`config.mk`:
```
export PLATFORM = sky130hd
export DESIGN_NAME = mem_stage_mc
export DESIGN_NICKNAME = d
export VERILOG_FILES = /design/src/rtl/mem_stage_mc_pkg.sv /design/src/rtl/mem_stage_mc_wait_ctr.sv /design/src/rtl/mem_stage_mc.sv
export SDC_FILE = /design/constraint.sdc
export NUM_CORES = 1
export LEC_CHECK = 0
export BUFFER_PORTS_ARGS = -buffer_cell sky130_fd_sc_hd__buf_2
export CELL_PAD_IN_SITES_DETAIL_PLACEMENT = 1
export CELL_PAD_IN_SITES_GLOBAL_PLACEMENT = 1
export CORE_ASPECT_RATIO = 0.75
export CORE_UTILIZATION = 39
export DETAILED_ROUTE_END_ITERATION = 16
export PLACE_DENSITY_LB_ADDON = 0.1
export SLEW_MARGIN = 20
export SYNTH_ARGS = -nofsm -noshare
export SYNTH_HDL_FRONTEND = slang
export SYNTH_SLANG_ARGS = --single-unit
```
`constraint.sdc`:
```
create_clock -name clk -period 2.9 [get_ports clk]
set_input_delay 0.58 -clock clk [delete_from_list [all_inputs] [get_ports clk]]
set_output_delay 0.58 -clock clk [all_outputs]
set_load 0.005 [all_outputs]
```
`src/rtl/mem_stage_mc_pkg.sv`:
```
// Shared types and defaults for the multi-cycle memory stage.
// Holds the FSM state encoding plus default widths and timeout.
package mem_stage_mc_pkg;

  localparam int DEF_DATA_W  = 16;
  localparam int DEF_ADDR_W  = 16;
  localparam int DEF_TIMEOUT = 15;
  localparam int CTR_W       = 8;

  typedef enum logic [1:0] {
    IDLE = 2'd0,
    BUSY = 2'd1,
    DONE = 2'd2,
    ERR  = 2'd3
  } state_t;

endpackage

```
`src/rtl/mem_stage_mc_wait_ctr.sv`:
```
// Wait counter for outstanding memory accesses; flags when the next
// un-acknowledged BUSY cycle would bring the count up to TIMEOUT.
module mem_wait_ctr
  import mem_stage_mc_pkg::*;
#(
  parameter int TIMEOUT = DEF_TIMEOUT
) (
  input  logic clk,
  input  logic rst,
  input  logic clr,
  input  logic en,
  output logic expired
);

  logic [CTR_W-1:0] count;

  always_ff @(posedge clk or posedge rst) begin
    if (rst)
      count <= '0;
    else if (clr)
      count <= '0;
    else if (en)
      count <= count + 1'b1;
  end

  // expired is qualified by en, so an ack in the same cycle always wins
  assign expired = en && (count == CTR_W'(TIMEOUT - 1));

endmodule

```
`src/rtl/mem_stage_mc.sv`:
```
// Multi-cycle memory stage: issues one load/store at a time and stalls upstream.
// Optional macro MEM_STAGE_ALIGN_CHECK_EN sends odd-address accesses to ERR.
module mem_stage_mc
  import mem_stage_mc_pkg::*;
#(
  parameter int DATA_W  = DEF_DATA_W,
  parameter int ADDR_W  = DEF_ADDR_W,
  parameter int TIMEOUT = DEF_TIMEOUT
) (
  input  logic              clk,
  input  logic              rst,
  input  logic [ADDR_W-1:0] alu_result,
  input  logic [DATA_W-1:0] write_data,
  input  logic              mem_read,
  input  logic              mem_write,
  input  logic              halt,
  output logic [DATA_W-1:0] mem_result,
  output logic              stall,
  output logic              err,
  output logic              mem_req,
  output logic              mem_wr,
  output logic [ADDR_W-1:0] mem_addr,
  output logic [DATA_W-1:0] mem_wdata,
  input  logic              mem_ack,
  input  logic [DATA_W-1:0] mem_rdata
);

  state_t            state;
  logic [ADDR_W-1:0] addr_q;
  logic [DATA_W-1:0] wdata_q;
  logic              wr_q;
  logic              req_any;
  logic              req_both;
  logic              misaligned;
  logic              start;
  logic              to_err;
  logic              ctr_en;
  logic              expired;

  assign req_any  = mem_read | mem_write;
  assign req_both = mem_read & mem_write;

`ifdef MEM_STAGE_ALIGN_CHECK_EN
  assign misaligned = alu_result[0];
`else
  assign misaligned = 1'b0;
`endif

  assign start  = (state == IDLE) && !halt && req_any && !req_both && !misaligned;
  assign to_err = (state == IDLE) && !halt && req_any && (req_both || misaligned);
  assign ctr_en = (state == BUSY) && !mem_ack;

  mem_wait_ctr #(
    .TIMEOUT(TIMEOUT)
  ) u_wait_ctr (
    .clk    (clk),
    .rst    (rst),
    .clr    (start),
    .en     (ctr_en),
    .expired(expired)
  );

  always_ff @(posedge clk or posedge rst) begin
    if (rst) begin
      state      <= IDLE;
      addr_q     <= '0;
      wdata_q    <= '0;
      wr_q       <= 1'b0;
      mem_result <= '0;
    end else begin
      case (state)
        IDLE: begin
          if (start) begin
            addr_q  <= alu_result;
            wdata_q <= write_data;
            wr_q    <= mem_write;
            state   <= BUSY;
          end else if (to_err) begin
            state <= ERR;
          end
        end
        BUSY: begin
          if (mem_ack) begin
            if (!wr_q)
              mem_result <= mem_rdata;
            state <= DONE;
          end else if (expired) begin
            state <= ERR;
          end
        end
        DONE:    state <= IDLE;
        ERR:     state <= ERR;
        default: state <= IDLE;
      endcase
    end
  end

  // The start cycle stalls combinationally so upstream holds the request operands
  assign stall     = start || (state == BUSY);
  assign mem_req   = (state == BUSY);
  assign err       = (state == ERR);
  assign mem_wr    = wr_q;
  assign mem_addr  = addr_q;
  assign mem_wdata = wdata_q;

endmodule
```
---- After elaboration in Yosys (flattened, before gate mapping) ----
Index checks and enable logic that the tools add are counted.
word-level totals
  bits in registers ....................... 59
  output and inout port bits .............. 52
operators by class
  add/subtract/negate cells ............... 1
  equal/unequal tests ..................... 6
  multiplexer cells ....................... 7
  bitwise operators ....................... 3
  reduce and logical (&&, ||, !) cells .... 15
operators by type and width
  cell                                                 count
  2-to-1 mux 8 bit                                     2
  adder 8 x 1 -> 8 bit, second input constant          1
  equality test 8 x 4 -> 1 bit, second input constant  1
  2-to-1 mux 2 bit                                     4
  case mux 2 bit (4 select lines)                      1
  logical AND 1 bit                                    6
  equality test 2 bit, second input constant           2
  AND reduction 2 bit                                  2
  logical NOT 1 bit                                    3
  != test 3 x 1 -> 1 bit, second input constant        1
  != test 3 bit, second input constant                 1
  AND reduction 3 bit                                  1
  equality test 2 x 1 -> 1 bit, second input constant  1
  logical NOT 2 bit                                    1
  nonzero test 2 bit                                   1
  AND 1 bit                                            1
  logical OR 1 bit                                     1
  NOT 1 bit                                            1
  OR 1 bit                                             1

---- Depth between registers and ports, before layout ----
Gate-level depths: netlist (run 1).
  word-level depth ........................ 7
  mapped depth ............................ 6
  gate-level depth less buffers ........... 4

---- Modules after synthesis ----
From an unflattened synthesis (run 1), not the netlist that was laid out.
second synthesis, totals
  cells, all modules ...................... 166
  area total of the unflattened synthesis .. 2463.6 um^2
modules (own cells, without submodules)
  module        times used  cells each  area an instance (um^2)
  mem_stage_mc  1           123         2038.2
  mem_wait_ctr  1           43          425.4

---- Worst setup path after synthesis (run 1) ----
Ideal clock, no wire load.
  path type ............................... input to register
  from .................................... input halt
  to ...................................... register wdata_q[10], in the netlist mem_wdata[10]
  library setup time ...................... 0.125 ns
  arrival time ............................ 1.650 ns
  required time ........................... 2.775 ns
  slack ................................... 1.125 ns
  stages on the path ...................... 5
  cells stage by stage .................... or3_4 nor2_2 buf_4 buf_6 mux2_2
on the way
  longest elaborated chain between the ends .. 5
RTL lines
  element                               RTL line            source
  start: declaration                    mem_stage_mc.sv:16  input logic halt,
  logical NOT 1 bit                     mem_stage_mc.sv:49  assign start = (state == IDLE) && !halt && req_any && !req_both && !misaligned;
  logical AND 1 bit (3 in series)       mem_stage_mc.sv:49
  AND reduction 2 bit (no source line)  -
  end signal: assignment                mem_stage_mc.sv:75  wdata_q <= write_data;
  end: declaration                      mem_stage_mc.sv:30  logic [DATA_W-1:0] wdata_q;
Every way passes these cells.
A chain may end at the register's enable or synchronous reset.

---- Final worst setup path (run 1) ----
  from .................................... register state[1]
  to ...................................... output stall
on the way
  longest elaborated chain between the ends .. 5
  elaborated cells on any way between the ends .. 6
  those cells by class .................... eq/ne (1); reduce/logical (5)
RTL lines
  element                          RTL line            source
  start: declaration               mem_stage_mc.sv:28  state_t state;
  start signal: assignment         mem_stage_mc.sv:65  state <= IDLE;
  start signal: assignment         mem_stage_mc.sv:77  state <= BUSY;
  start signal: assignment         mem_stage_mc.sv:79  state <= ERR;
  logical NOT 2 bit                mem_stage_mc.sv:49
  logical AND 1 bit (3 in series)  mem_stage_mc.sv:49
  logical OR 1 bit (*)             mem_stage_mc.sv:99  assign stall = start || (state == BUSY);
  end: declaration                 mem_stage_mc.sv:18  output logic stall,
Mark *: on every way between the ends. The rest lies on a longest branch, timed or not.

==> results.toml, run 1 <==
[floorplan]
die_w_um = 93.47
die_area_um2 = 6599
start_util = 0.4116
die_h_um = 70.61
placeableCoreArea_um2 = 5946
core.rowCount = 24
io_pins = 106

[clock_network]
root_buffer = "clkbuf_8"
post_cts_buffers = 0
post_cts_resized = 0
cts_max_level = 3
cts.sinks = 59
clk_path_buf_depth = 2
tritoncts = "done"
clk_latency_ps = 330
cts_buffers = 9
hold_buffers = 0
clk_pin_slew_worst_paths_ps = 70

[setup_path]
crit_path_cell_trace = "or3_4, o22ai_1, buf_2"
max_stage_delay_ps = 490
cp.arrival_ps = 1560
crit_path_end_kind = "output pin"
timing.rr.start = "state[1]"
crit_start = "state[1]"
cp_max_fo = 11
cp_slowest_cell = "dfrtp_1"
critPathLaunchType = "flip-flop"
worst-setup-path-type = "flip-flop to output pin"
required_ps = 2320

[logic_synthesis]
syn_inst = 170
synth_fp_nets = 226
synth_warnings = 0
netlist_area_um2 = 2447
yosysSeqAreaShare = 0.6033
ys_ff_latch = 59
synthDistinctLibCells = 36
syn_avg_cell_area_um2 = 14.40

[finish]
nets = 336
drive_above_1_share = 0.6140
fillerInstances = 667
syn_to_final_growth_pct = 30.11
diodes = 0

[placement]
post-place-ws_ps = 760.0
place_congestion = 0.7531
hpwlAfterDp_um = 3968
portBuffers = 105

[status]
status = "complete, no violations"

[global_routing]
grt_usage = 0.1832
antenna_found_initial = 0
grt_pass1_vias = 1869
grt_pass1_wl_um = 9128
overflow = 0
grt_start_max_net_pins = 60

[sta]
period_needed_ps = 2139
worstMarginPinSlew_ps = 753.7
tns_ps = 0
hold_violations = 0
clock.fmax_mhz = 467.5
finalCritPeriodShare = 0.7376
finalSetupViolations = 0
slew_viol_final = 0
grt_setup_unrepaired = "no"
setup_ws_ps = 760.9
maxSlewHeadroom = 0.4964
clock_skew_ps = 5.614

[power]
leakage_nw = 1.737
ir_drop_v = 0.0002493
p_per_area_nw_per_um2 = 496.1

[detailed_routing]
wl_per_cell_um = 15.10
first_pass_iters = 4
via_count = 1784
drt_iter0_drc = 66
routed_wl_um = 5483
viasPerCell = 4.915
route.detailed.drc = 0
ant_nets = 0

[hold_path]
min_path_type = "input port to asynchronous set/reset pin"

[job]
cap_violations = 0
-- metrics by stage --
| step | hold slack [ps] | util | instances | power [mW] | instance area [µm²] |
|---|---|---|---|---|---|
| final | 453.7 | 0.5356 | 363 | 1.580 | 3184 |
| after global routing | 452.7 | 0.5356 | 363 | 1.653 | 3184 |
| after CTS | 455.7 | 0.5356 | 363 | 1.613 | 3184 |
| after detailed placement | 464.6 | 0.5086 | 347 | 0.9802 | 3024 |
| after global placement | 466.0 | 0.5086 | 347 | 0.9757 | 3024 |
| after floorplan | 434.9 | - | 170 | 0.9085 | 2447 |
-- per-layer routing --
layer | vias up | share of wire | global-route usage
li1 | 832 | - | -
met1 | 875 | 0.43 | 0.2341
met2 | 68 | 0.48 | 0.2810
met3 | 9 | 0.080 | 0.07634
met4 | 0 | 0.014 | 0.06667
met5 | - | 0 | 0
-- state kept, by name, summed over array words and instances, names as in the netlist --
signal / count
mem_addr: 16
mem_result: 16
mem_wdata: 16
u_wait_ctr.count: 8
state: 2
mem_wr: 1
-- cells in the final DEF, fill, tap and decap left out, types with 2 or more instances in the layout --
cell / count
a21oi_1: 5
buf_2: 105
buf_4: 2
clkbuf_8: 9
clkinv_2: 5
dfrtp_1: 59
ha_1: 2
inv_1: 3
mux2_2: 47
mux2i_1: 2
nand2_1: 4
nand4_1: 2
nand4bb_1: 2
nor2_1: 4
nor3_1: 2
o21ai_0: 6
or3_1: 2
xor2_1: 2
-- critical path: cells and delay by family, from the launching register on --
family | cells | cell delay, ps
flops | 1 | 490
simple gates | 1 | 470
buf+inv | 1 | 140
compound gates | 1 | 130
-- cells in the mapped netlist, drive strengths merged --
master	instances	area (µm²)
nand4bb	2	22.52
mux2i	2	20.02
and3b	1	8.760
nand2	4	15.01
mux2	48	540.5
o31ai	1	7.510
and2b	1	7.510
xnor2	1	8.760
o21a	1	7.510
nor3b	1	7.510
nand3	1	5.000
o21bai	1	7.510
nor4	1	6.260
or3b	1	11.26
xor2	2	17.52
dfrtp	59	1476
nor3	2	10.01
ha	2	25.02
inv	4	15.01
a211oi	1	7.510
buf	8	66.31
a21oi	6	33.78
and2	1	6.260
o22ai	1	6.260
nor2	5	21.27
or4	1	11.26
or3	3	23.77
a221oi	1	8.760
nand4	2	12.51
o21ai	6	30.03
-- power breakdown --
part | leakage, nW | switching [mW] | internal [mW]
clock network | 0.0856 | 0.316 | 0.302
logic | 0.859 | 0.0474 | 0.0579
registers | 0.792 | 0.0106 | 0.846
total | 1.74 | 0.374 | 1.21
-- cell type report --
| cell class | instances | area, µm² | area share |
|---|---|---|---|
| Tap cell | 78 | 97.59 | 0.03065 |
| Timing Repair Buffer | 107 | 540.5 | 0.1697 |
| Clock buffer | 10 | 127.6 | 0.04008 |
| Clock inverter | 6 | 32.53 | 0.01022 |
| Inverter | 4 | 15.01 | 0.004715 |
| Sequential cell | 59 | 1476 | 0.4637 |
| Multi-Input combinational cell | 99 | 894.6 | 0.2809 |
-- path summary, 6_finish.rpt --
path / end / slack [ps] / cells past startpoint
worst max-delay path: stall / 760 / 3
worst min-delay path: mem_result[14] / 450 / 3
worst max register to register: mem_addr[6] / 910 / 4
worst min register to register: u_wait_ctr.count[7] / 470 / 1
max in group asynchronous: mem_wdata[5] / 1950 / 3
min in group clk: mem_wdata[0] / 470 / 2
-- kinds of logic (layout without fill, tap and decap cells) --
group	after synthesis	in the layout	synth area share
compound gates	18	18	0.04448
simple gates	26	26	0.06902
flops	59	59	0.6033
xor+xnor	3	3	0.01074
fa+ha+maj	2	2	0.01022
mux	50	50	0.2290
buf+inv	12	127	0.03323
Power figures use the tool's default switching activity.
==> inputs of run 2 (changes only) <==
--- a/config.mk
+++ b/config.mk
@@ -9,7 +9,7 @@
 export CELL_PAD_IN_SITES_DETAIL_PLACEMENT = 1
 export CELL_PAD_IN_SITES_GLOBAL_PLACEMENT = 1
 export CORE_ASPECT_RATIO = 0.75
-export CORE_UTILIZATION = 39
+export CORE_UTILIZATION = 36
 export DETAILED_ROUTE_END_ITERATION = 16
 export PLACE_DENSITY_LB_ADDON = 0.1
 export SLEW_MARGIN = 20
==> constraint.sdc (replaced) <==
create_clock -name clk -period 2.2 [get_ports clk]
set_input_delay 0.44 -clock clk [delete_from_list [all_inputs] [get_ports clk]]
set_output_delay 0.44 -clock clk [all_outputs]
set_load 0.005 [all_outputs]
==> results.toml, run 2 (synthesized netlist as in run 1, its figures left out) <==
[detailed_routing]
first_pass_iters = 4
viasPerCell = 4.815
ant_nets = 0
route.detailed.drc = 0
wl_per_cell_um = 15.40
routed_wl_um = 5651
drt_iter0_drc = 46
via_count = 1767

[sta]
tns_ps = 0
grt_setup_unrepaired = "no"
slew_viol_final = 0
clock_skew_ps = 5.476
maxSlewHeadroom = 0.6058
worstMarginPinSlew_ps = 590.0
period_needed_ps = 2042
finalSetupViolations = 0
finalCritPeriodShare = 0.9280
hold_violations = 0
holdWs_ps = 160.3
clock.fmax_mhz = 489.8

[floorplan]
core.rowCount = 25
placeableCoreArea_um2 = 6444
io_pins = 106
die_area_um2 = 7135
die_w_um = 97.21
start_util = 0.3798
die_h_um = 73.41

[clock_network]
hold_buffers = 0
cts_buffers = 9
cts.sinks = 59
clk_latency_ps = 330
clk_pin_slew_worst_paths_ps = 60
post_cts_resized = 0
root_buffer = "clkbuf_8"
clk_path_buf_depth = 2
tritoncts = "done"
cts_max_level = 3
post_cts_buffers = 0

[setup_path]
timing.rr.start = "state[1]"
cp_max_fo = 11
crit_path_end_kind = "output pin"
reg2reg_depth = 4
cp.arrival_ps = 1600
worst-setup-path-type = "flip-flop to output pin"
r2r_end = "mem_addr[8]"
ff2ff_setup_slack_ps = 390
critPathLaunchType = "flip-flop"
required_ps = 1760

[finish]
layout_common_cells = "buf_2 (105), dfrtp_1 (59), mux2_2 (47)"
regArea_um2 = 1476
nets = 338
diodes = 0
syn_to_final_growth_pct = 34.05
fillerInstances = 689
layout_commonest_cell = "buf_2"
drive_above_1_share = 0.6154
multiInputGateArea_um2 = 894.6
fin_cells = 367
utilization = 0.5091

[placement]
dp_cells = 352
place_congestion = 0.6757
portBuffers = 105
hpwlAfterDp_um = 4207

[global_routing]
grt_pass1_vias = 1840
antenna_found_initial = 0
grt_usage = 0.1667
overflow = 0
grt_pass1_wl_um = 9052
grt_start_max_net_pins = 60

[job]
cap_violations = 0

[power]
ir_drop_v = 0.0003433
leakage_nw = 1.777
p_per_area_nw_per_um2 = 703.7

[hold_path]
min_path_type = "input port to asynchronous set/reset pin"

[status]
status = "complete, no violations"
run 2: cell count changes in the layout (fill, tap and decap cells not counted), sizes merged:
| cell | previous run | this run |
|---|---|---|
| buf | 107 | 109 |
| clkinv | 5 | 0 |
| bufinv | 0 | 1 |
| clkinvlp | 1 | 0 |
| clkbuf | 10 | 14 |
run 2: critical path, cell delays in order, from the launching register on:
cell	delay, ps
dfrtp_1	490
or3_4	470
o22ai_1	170
buf_2	150
run 2: worst max path at each step:
stage | end | slack (ps) | startpoint | depth (start not counted)
after floorplan | mem_addr[0] | 300 | rst | 1
final | stall | 160 | state[1] | 3
after detailed placement | mem_wdata[9] | 390 | state[1] | 4
after global placement | mem_wdata[13] | 430 | state[1] | 4
after CTS | stall | 150 | state[1] | 3
after global routing | stall | 90 | state[1] | 3
run 2: cell type report:
class | instances | area share
multi-input cells | 99 | 0.2727
repair buffers | 109 | 0.1770
flip-flops and latches | 59 | 0.4500
inverters | 4 | 0.004577
clock buffers | 14 | 0.05568
well taps | 81 | 0.03089
clock inverters | 1 | 0.009153
run 2: power breakdown:
part / internal, mW / leakage, nW / total (mW) / switching, mW
Combinational: 0.0813 / 0.876 / 0.145 / 0.0639
Clock: 0.641 / 0.109 / 1.03 / 0.392
Sequential: 1.12 / 0.792 / 1.13 / 0.0149
Total: 1.84 / 1.78 / 2.31 / 0.470
run 2: through the flow:
step	setup slack [ps]	area [µm²]	power, mW
final	158.5	3281	2.308
after global routing	91.05	3281	2.406
after CTS	154.8	3281	2.352
after detailed placement	393.0	3068	1.300
after global placement	432.6	3068	1.292
after floorplan	303.7	2447	1.198
run 2: layer usage:
layer  part of all wire  wire (µm)  track usage
met1               0.42       2392       0.2070
met2               0.48       2692       0.2613
met3              0.087        493      0.06755
met4              0.013         72      0.06965
met5                  0          0            0
